## config.mk

```make
export PLATFORM = sky130hd
export DESIGN_NAME = fifo_ctrl
export DESIGN_NICKNAME = d
export VERILOG_FILES = /design/src/rtl/fifo_ctrl.sv
export SDC_FILE = /design/constraint.sdc
export NUM_CORES = 1
export LEC_CHECK = 0
export ABC_AREA = 1
export BUFFER_PORTS_ARGS = -buffer_cell sky130_fd_sc_hd__buf_2
export CORE_ASPECT_RATIO = 1.5
export CORE_UTILIZATION = 25
export DETAILED_ROUTE_END_ITERATION = 6
export PLACE_DENSITY = 0.42
export SYNTH_ARGS = -nofsm -noshare
export SYNTH_HDL_FRONTEND = slang
export SYNTH_SLANG_ARGS = --single-unit
export TNS_END_PERCENT = 1
```

## constraint.sdc

```tcl
create_clock -name clk -period 4.07 [get_ports clk]
set_input_delay 0.407 -clock clk [delete_from_list [all_inputs] [get_ports clk]]
set_output_delay 0.407 -clock clk [all_outputs]
set_load 0.02 [all_outputs]
```

## src/rtl/fifo_ctrl.sv

```systemverilog
// fifo_ctrl: control FSM, pointers, occupancy and status flags for a dual-port RAM FIFO
module fifo_ctrl #(
  parameter int RAM_DEPTH = 8,
  parameter int PTR_SIZE  = 3
) (
  input  logic                clk,
  input  logic                rst,
  input  logic                init,
  input  logic [PTR_SIZE-1:0] th_af_in,
  input  logic [PTR_SIZE-1:0] th_ae_in,
  input  logic                push,
  input  logic                pop,
  output logic                wr_enb,
  output logic                rd_enb,
  output logic [PTR_SIZE-1:0] wr_ptr,
  output logic [PTR_SIZE-1:0] rd_ptr,
  output logic [PTR_SIZE:0]   count,
  output logic                full,
  output logic                empty,
  output logic                almost_full,
  output logic                almost_empty,
  output logic                data_valid,
  output logic                error,
  output logic [2:0]          state
);
  typedef enum logic [2:0] {
    S_RESET  = 3'b000,
    S_INIT   = 3'b001,
    S_IDLE   = 3'b010,
    S_ACTIVE = 3'b011,
    S_ERROR  = 3'b100
  } state_t;
  state_t state_q, state_d;
  logic [PTR_SIZE-1:0] wr_ptr_q, wr_ptr_d, rd_ptr_q, rd_ptr_d;
  logic [PTR_SIZE-1:0] th_af_q, th_af_d, th_ae_q, th_ae_d;
  logic [PTR_SIZE:0] count_q, count_d;
  logic data_valid_q, error_q, run, ovf, udf;
  assign full         = count_q == (PTR_SIZE+1)'(RAM_DEPTH);
  assign empty        = count_q == '0;
  assign almost_full  = count_q >= {1'b0, th_af_q};
  assign almost_empty = count_q <= {1'b0, th_ae_q};
  // rst gates the enables combinationally so nothing is issued during reset
  always_comb begin
    run      = ~rst & (state_q == S_IDLE | state_q == S_ACTIVE);
    rd_enb   = run & pop & ~empty;
    wr_enb   = run & push & (~full | rd_enb);
    ovf      = run & push & full & ~pop;
    udf      = run & pop & empty;
    wr_ptr_d = wr_enb ? wr_ptr_q + PTR_SIZE'(1) : wr_ptr_q;
    rd_ptr_d = rd_enb ? rd_ptr_q + PTR_SIZE'(1) : rd_ptr_q;
    count_d  = (wr_enb & ~rd_enb) ? count_q + (PTR_SIZE+1)'(1) :
               (rd_enb & ~wr_enb) ? count_q - (PTR_SIZE+1)'(1) : count_q;
    th_af_d  = state_q == S_INIT ? th_af_in : th_af_q;
    th_ae_d  = state_q == S_INIT ? th_ae_in : th_ae_q;
    state_d  = state_q == S_RESET ? S_INIT :
               state_q == S_INIT  ? (init ? S_INIT : S_IDLE) :
               state_q == S_ERROR ? S_ERROR :
               (ovf | udf)        ? S_ERROR :
               (state_q == S_IDLE && init) ? S_INIT :
               count_d == '0      ? S_IDLE : S_ACTIVE;
  end
  always_ff @(posedge clk) begin
    if (rst) begin
      state_q      <= S_RESET;
      wr_ptr_q     <= '0;
      rd_ptr_q     <= '0;
      count_q      <= '0;
      data_valid_q <= 1'b0;
      error_q      <= 1'b0;
      th_af_q      <= PTR_SIZE'(RAM_DEPTH - 2);
      th_ae_q      <= PTR_SIZE'(2);
    end else begin
      state_q      <= state_d;
      wr_ptr_q     <= wr_ptr_d;
      rd_ptr_q     <= rd_ptr_d;
      count_q      <= count_d;
      data_valid_q <= rd_enb;
      error_q      <= error_q | ovf | udf;
      th_af_q      <= th_af_d;
      th_ae_q      <= th_ae_d;
    end
  end
  assign wr_ptr     = wr_ptr_q;
  assign rd_ptr     = rd_ptr_q;
  assign count      = count_q;
  assign data_valid = data_valid_q;
  assign error      = error_q;
  assign state      = state_q;
endmodule

```

==> out/qor.json <==
{
  "synth_edf_count": 0,
  "floorplan.initialDensity_pct": 26.0,
  "grt_use_total_pct": 11.8,
  "n_antenna_cell": 0,
  "net_switching_fraction_of_the_power_pct": 36.6,
  "port_buffers": 31,
  "internal-power_mw": 0.370,
  "syn_area_um2": 1250,
  "worst-slew-pin-transition_ns": 0.539,
  "grt_start_max_net_pins": 13,
  "setup-tns-final_ns": 0,
  "clock_path_buffers": 2,
  "async_flop_share_pct": 0,
  "synth_largest_type_area_fraction_pct": 33.6,
  "r2r.worst_path.cells": 12,
  "critical-path-slowest-cell": "dfxtp_1",
  "vias_per_cell": 4.49,
  "mostFrequentLayoutCell": "buf_2",
  "area_of_the_core_region_um2": 4810,
  "part_of_the_yosys_area_used_for_sequential_elements_pct": 33.6,
  "worst_setup_hold_path_clk_slew_ns": 0.07,
  "synth.lib_cells_used.distinct": 34,
  "worst-path-buf-inv": 1,
  "cpPeakStageDelay_ns": 0.66,
  "path_max_fanout": 9,
  "finalClockSkew_ns": 0.00679,
  "max-cap-violations": 0,
  "dieHeight_um": 88.6,
  "worstHoldEndpoint": "th_ae_q[1]",
  "area.growth.synth_to_final_pct": 21.0,
  "multiInputGateArea_um2": 721,
  "yosys_register_bits": 21,
  "top_flip_flop_cell_by_instance_count_after_synthesis": "dfxtp_1",
  "post-place-ws_ns": 2.08,
  "irDropWorstVdd_uv": 153,
  "ioPinCount": 32,
  "power.sequential.fraction_pct": 43.4,
  "site_row_count": 31,
  "synth_cells": 158,
  "die_width_um": 59.8,
  "timing.critical_path.max_delay_family": "flip-flops",
  "holdPathStages": 3,
  "final_nets": 212,
  "drt-wirelength-per-cell_um": 11.3,
  "grt_setup_unrepaired": "no",
  "cts_setup_buffers": 0,
  "power.switching_mw": 0.214,
  "timing.critical_path.arrival_ns": 1.76,
  "dr.pass1.iters": 4,
  "layout.cells.most_common_list": "buf_2 (31), dfxtp_1 (21), nor2_1 (20), nand2_1 (17), inv_1 (17)",
  "cts_sink_cnt": 21,
  "drt_total_wl_um": 2900,
  "holdBufCountCts": 0,
  "logic_pwr_share_pct": 32.6,
  "postLayoutSetupSlackWorst_ns": 1.91,
  "final_min_period_over_clock_period_pct": 53.1,
  "detailroute.via_count": 1150,
  "cts_inserted_buffers": 3,
  "number_of_global_route_vias_before_repair": 1114,
  "clock-root-buffer": "clkbuf_8",
  "synth_nets": 179,
  "final-hold-violation-count": 0,
  "r2r_end": "state[0]",
  "slew-limit-headroom_pct": 64.0,
  "cp_cell_sequence": "ha_1 > a21oi_1 > a32oi_1 > nor2_1 > buf_2",
  "antenna_violations_before_repair": 0,
  "timing.final.setup_violations": 0,
  "globalplace.congestion": 0.854,
  "synth_top_cell_by_area": "dfxtp_1",
  "first_iter_violations": 30,
  "total_of_cells_resized_after_clock_tree_synthesis": 0,
  "grt_pass1_wl_um": 4740,
  "postRouteAntennaNets": 0,
  "detail_route.drc_violations": 0,
  "sequential_cell_area_um2": 420,
  "fmax_ghz": 0.462,
  "hold_path_class": "input pin to flip-flop",
  "synth.avg_cell_area_um2": 7.92,
  "hold_crit_start": "th_ae_in[1]",
  "worstReg2RegStart": "count[0]",
  "cts_tree": "done",
  "yosysWarningCount": 0,
  "setup.worst_path.start_class": "flip-flop",
  "timing.final.crit_period_ns": 2.16,
  "worstPathRequired_ns": 3.66,
  "power.density_nw_per_um2": 386,
  "htree_num_levels": 1,
  "timing_worst_setup_path_type": "flip-flop to output pin",
  "post_route_cells_drive_above_1_share_pct": 29.5,
  "clkPwrFrac_pct": 24.0,
  "timing.reg2reg.setup_slack_ns": 2.08,
  "static-leakage-power_nw": 0.797,
  "netlist_top_cells_area": "dfxtp_1 (34%), ha_1 (10%), nor2_1 (6.0%)",
  "dieArea_um2": 5300,
  "global_route.overflow_total": 0,
  "hpwl_um": 2280,
  "cp-end-kind": "output pin",
  "layout.filler_cells": 558,
  "report.final.slew_viol_count": 0,
  "status": "finished, final reports clean",
  "clkLatencyLatePin_ns": 0.26
}
## cell usage after synthesis (2+ instances only)
cell and number:
xnor2_1 2, nor2_4 3, inv_2 4, dfxtp_1 21, nor2_1 20, nor3_1 2, nand2_1 17, a21oi_1 14
nand3_2 5, nand3_1 10, o21ai_0 12, inv_1 17, ha_1 10
## cell type report
cell class,count,area share (%)
multi-input cells,112,47.6
flip-flops and latches,21,27.8
repair buffers,31,10.2
inverters,22,5.95
well taps,66,5.45
clock buffers,4,2.98
## power by group through the flow
stage | clock network (mW) | logic [mW] | registers (mW)
after floorplan | 0 | 0.129 | 0.268
after global placement | 0 | 0.189 | 0.258
after detailed placement | 0 | 0.192 | 0.258
after CTS | 0.147 | 0.193 | 0.253
after global routing | 0.157 | 0.220 | 0.258
final | 0.140 | 0.190 | 0.253
## flip-flops by register name (all words and copies together) (netlist names)
register	cells
count	4
data_valid	1
error	1
rd_ptr	3
state	3
th_ae_q	3
th_af_q	3
wr_ptr	3
## worst max-delay path by stage
stage	startpoint	end	cells past startpoint
after floorplan	count[0]	state[0]	12
final	count[2]	almost_empty	5
after detailed placement	count[0]	state[0]	12
after CTS	count[2]	almost_empty	5
after global placement	count[0]	state[0]	12
after global routing	count[0]	rd_enb	6
## worst min-delay path, cell delays in order
cell	delay, ns
buf_2	0.08
a21oi_1	0.05
o21ai_0	0.06
## cell families after synthesis
kind of cell               share of synthesized area, %
AOI/OAI and AO/OA                                  14.0
xor gates and xnor gates                           2.10
adders and majority gates                          10.0
buffers and inverters                              8.80
DFF                                                33.6
and+or+nand+nor                                    31.5
## metal layers
| metal | track usage [%] | part of all wire [%] | vias up |
|---|---|---|---|
| met3 | 1.90 | 4.2 | 4 |
| li1 | - | - | 585 |
| met2 | 20.0 | 51 | 28 |
| met4 | 5.07 | 1.3 | 0 |
| met1 | 14.6 | 43 | 533 |
| met5 | 0 | 0 | - |
## per-stage QoR
step / power, mW / instance area [µm²] / cells / utilization, % / hold WS [ns]
after floorplan: 0.397 / 1250 / 158 / - / 0.433
after global placement: 0.447 / 1470 / 252 / 30.5 / 0.442
after detailed placement: 0.450 / 1470 / 252 / 30.5 / 0.449
after CTS: 0.593 / 1510 / 256 / 31.5 / 0.358
after global routing: 0.635 / 1510 / 256 / 31.5 / 0.380
final: 0.584 / 1510 / 256 / 31.5 / 0.361
(Power assumes the default switching activity.)
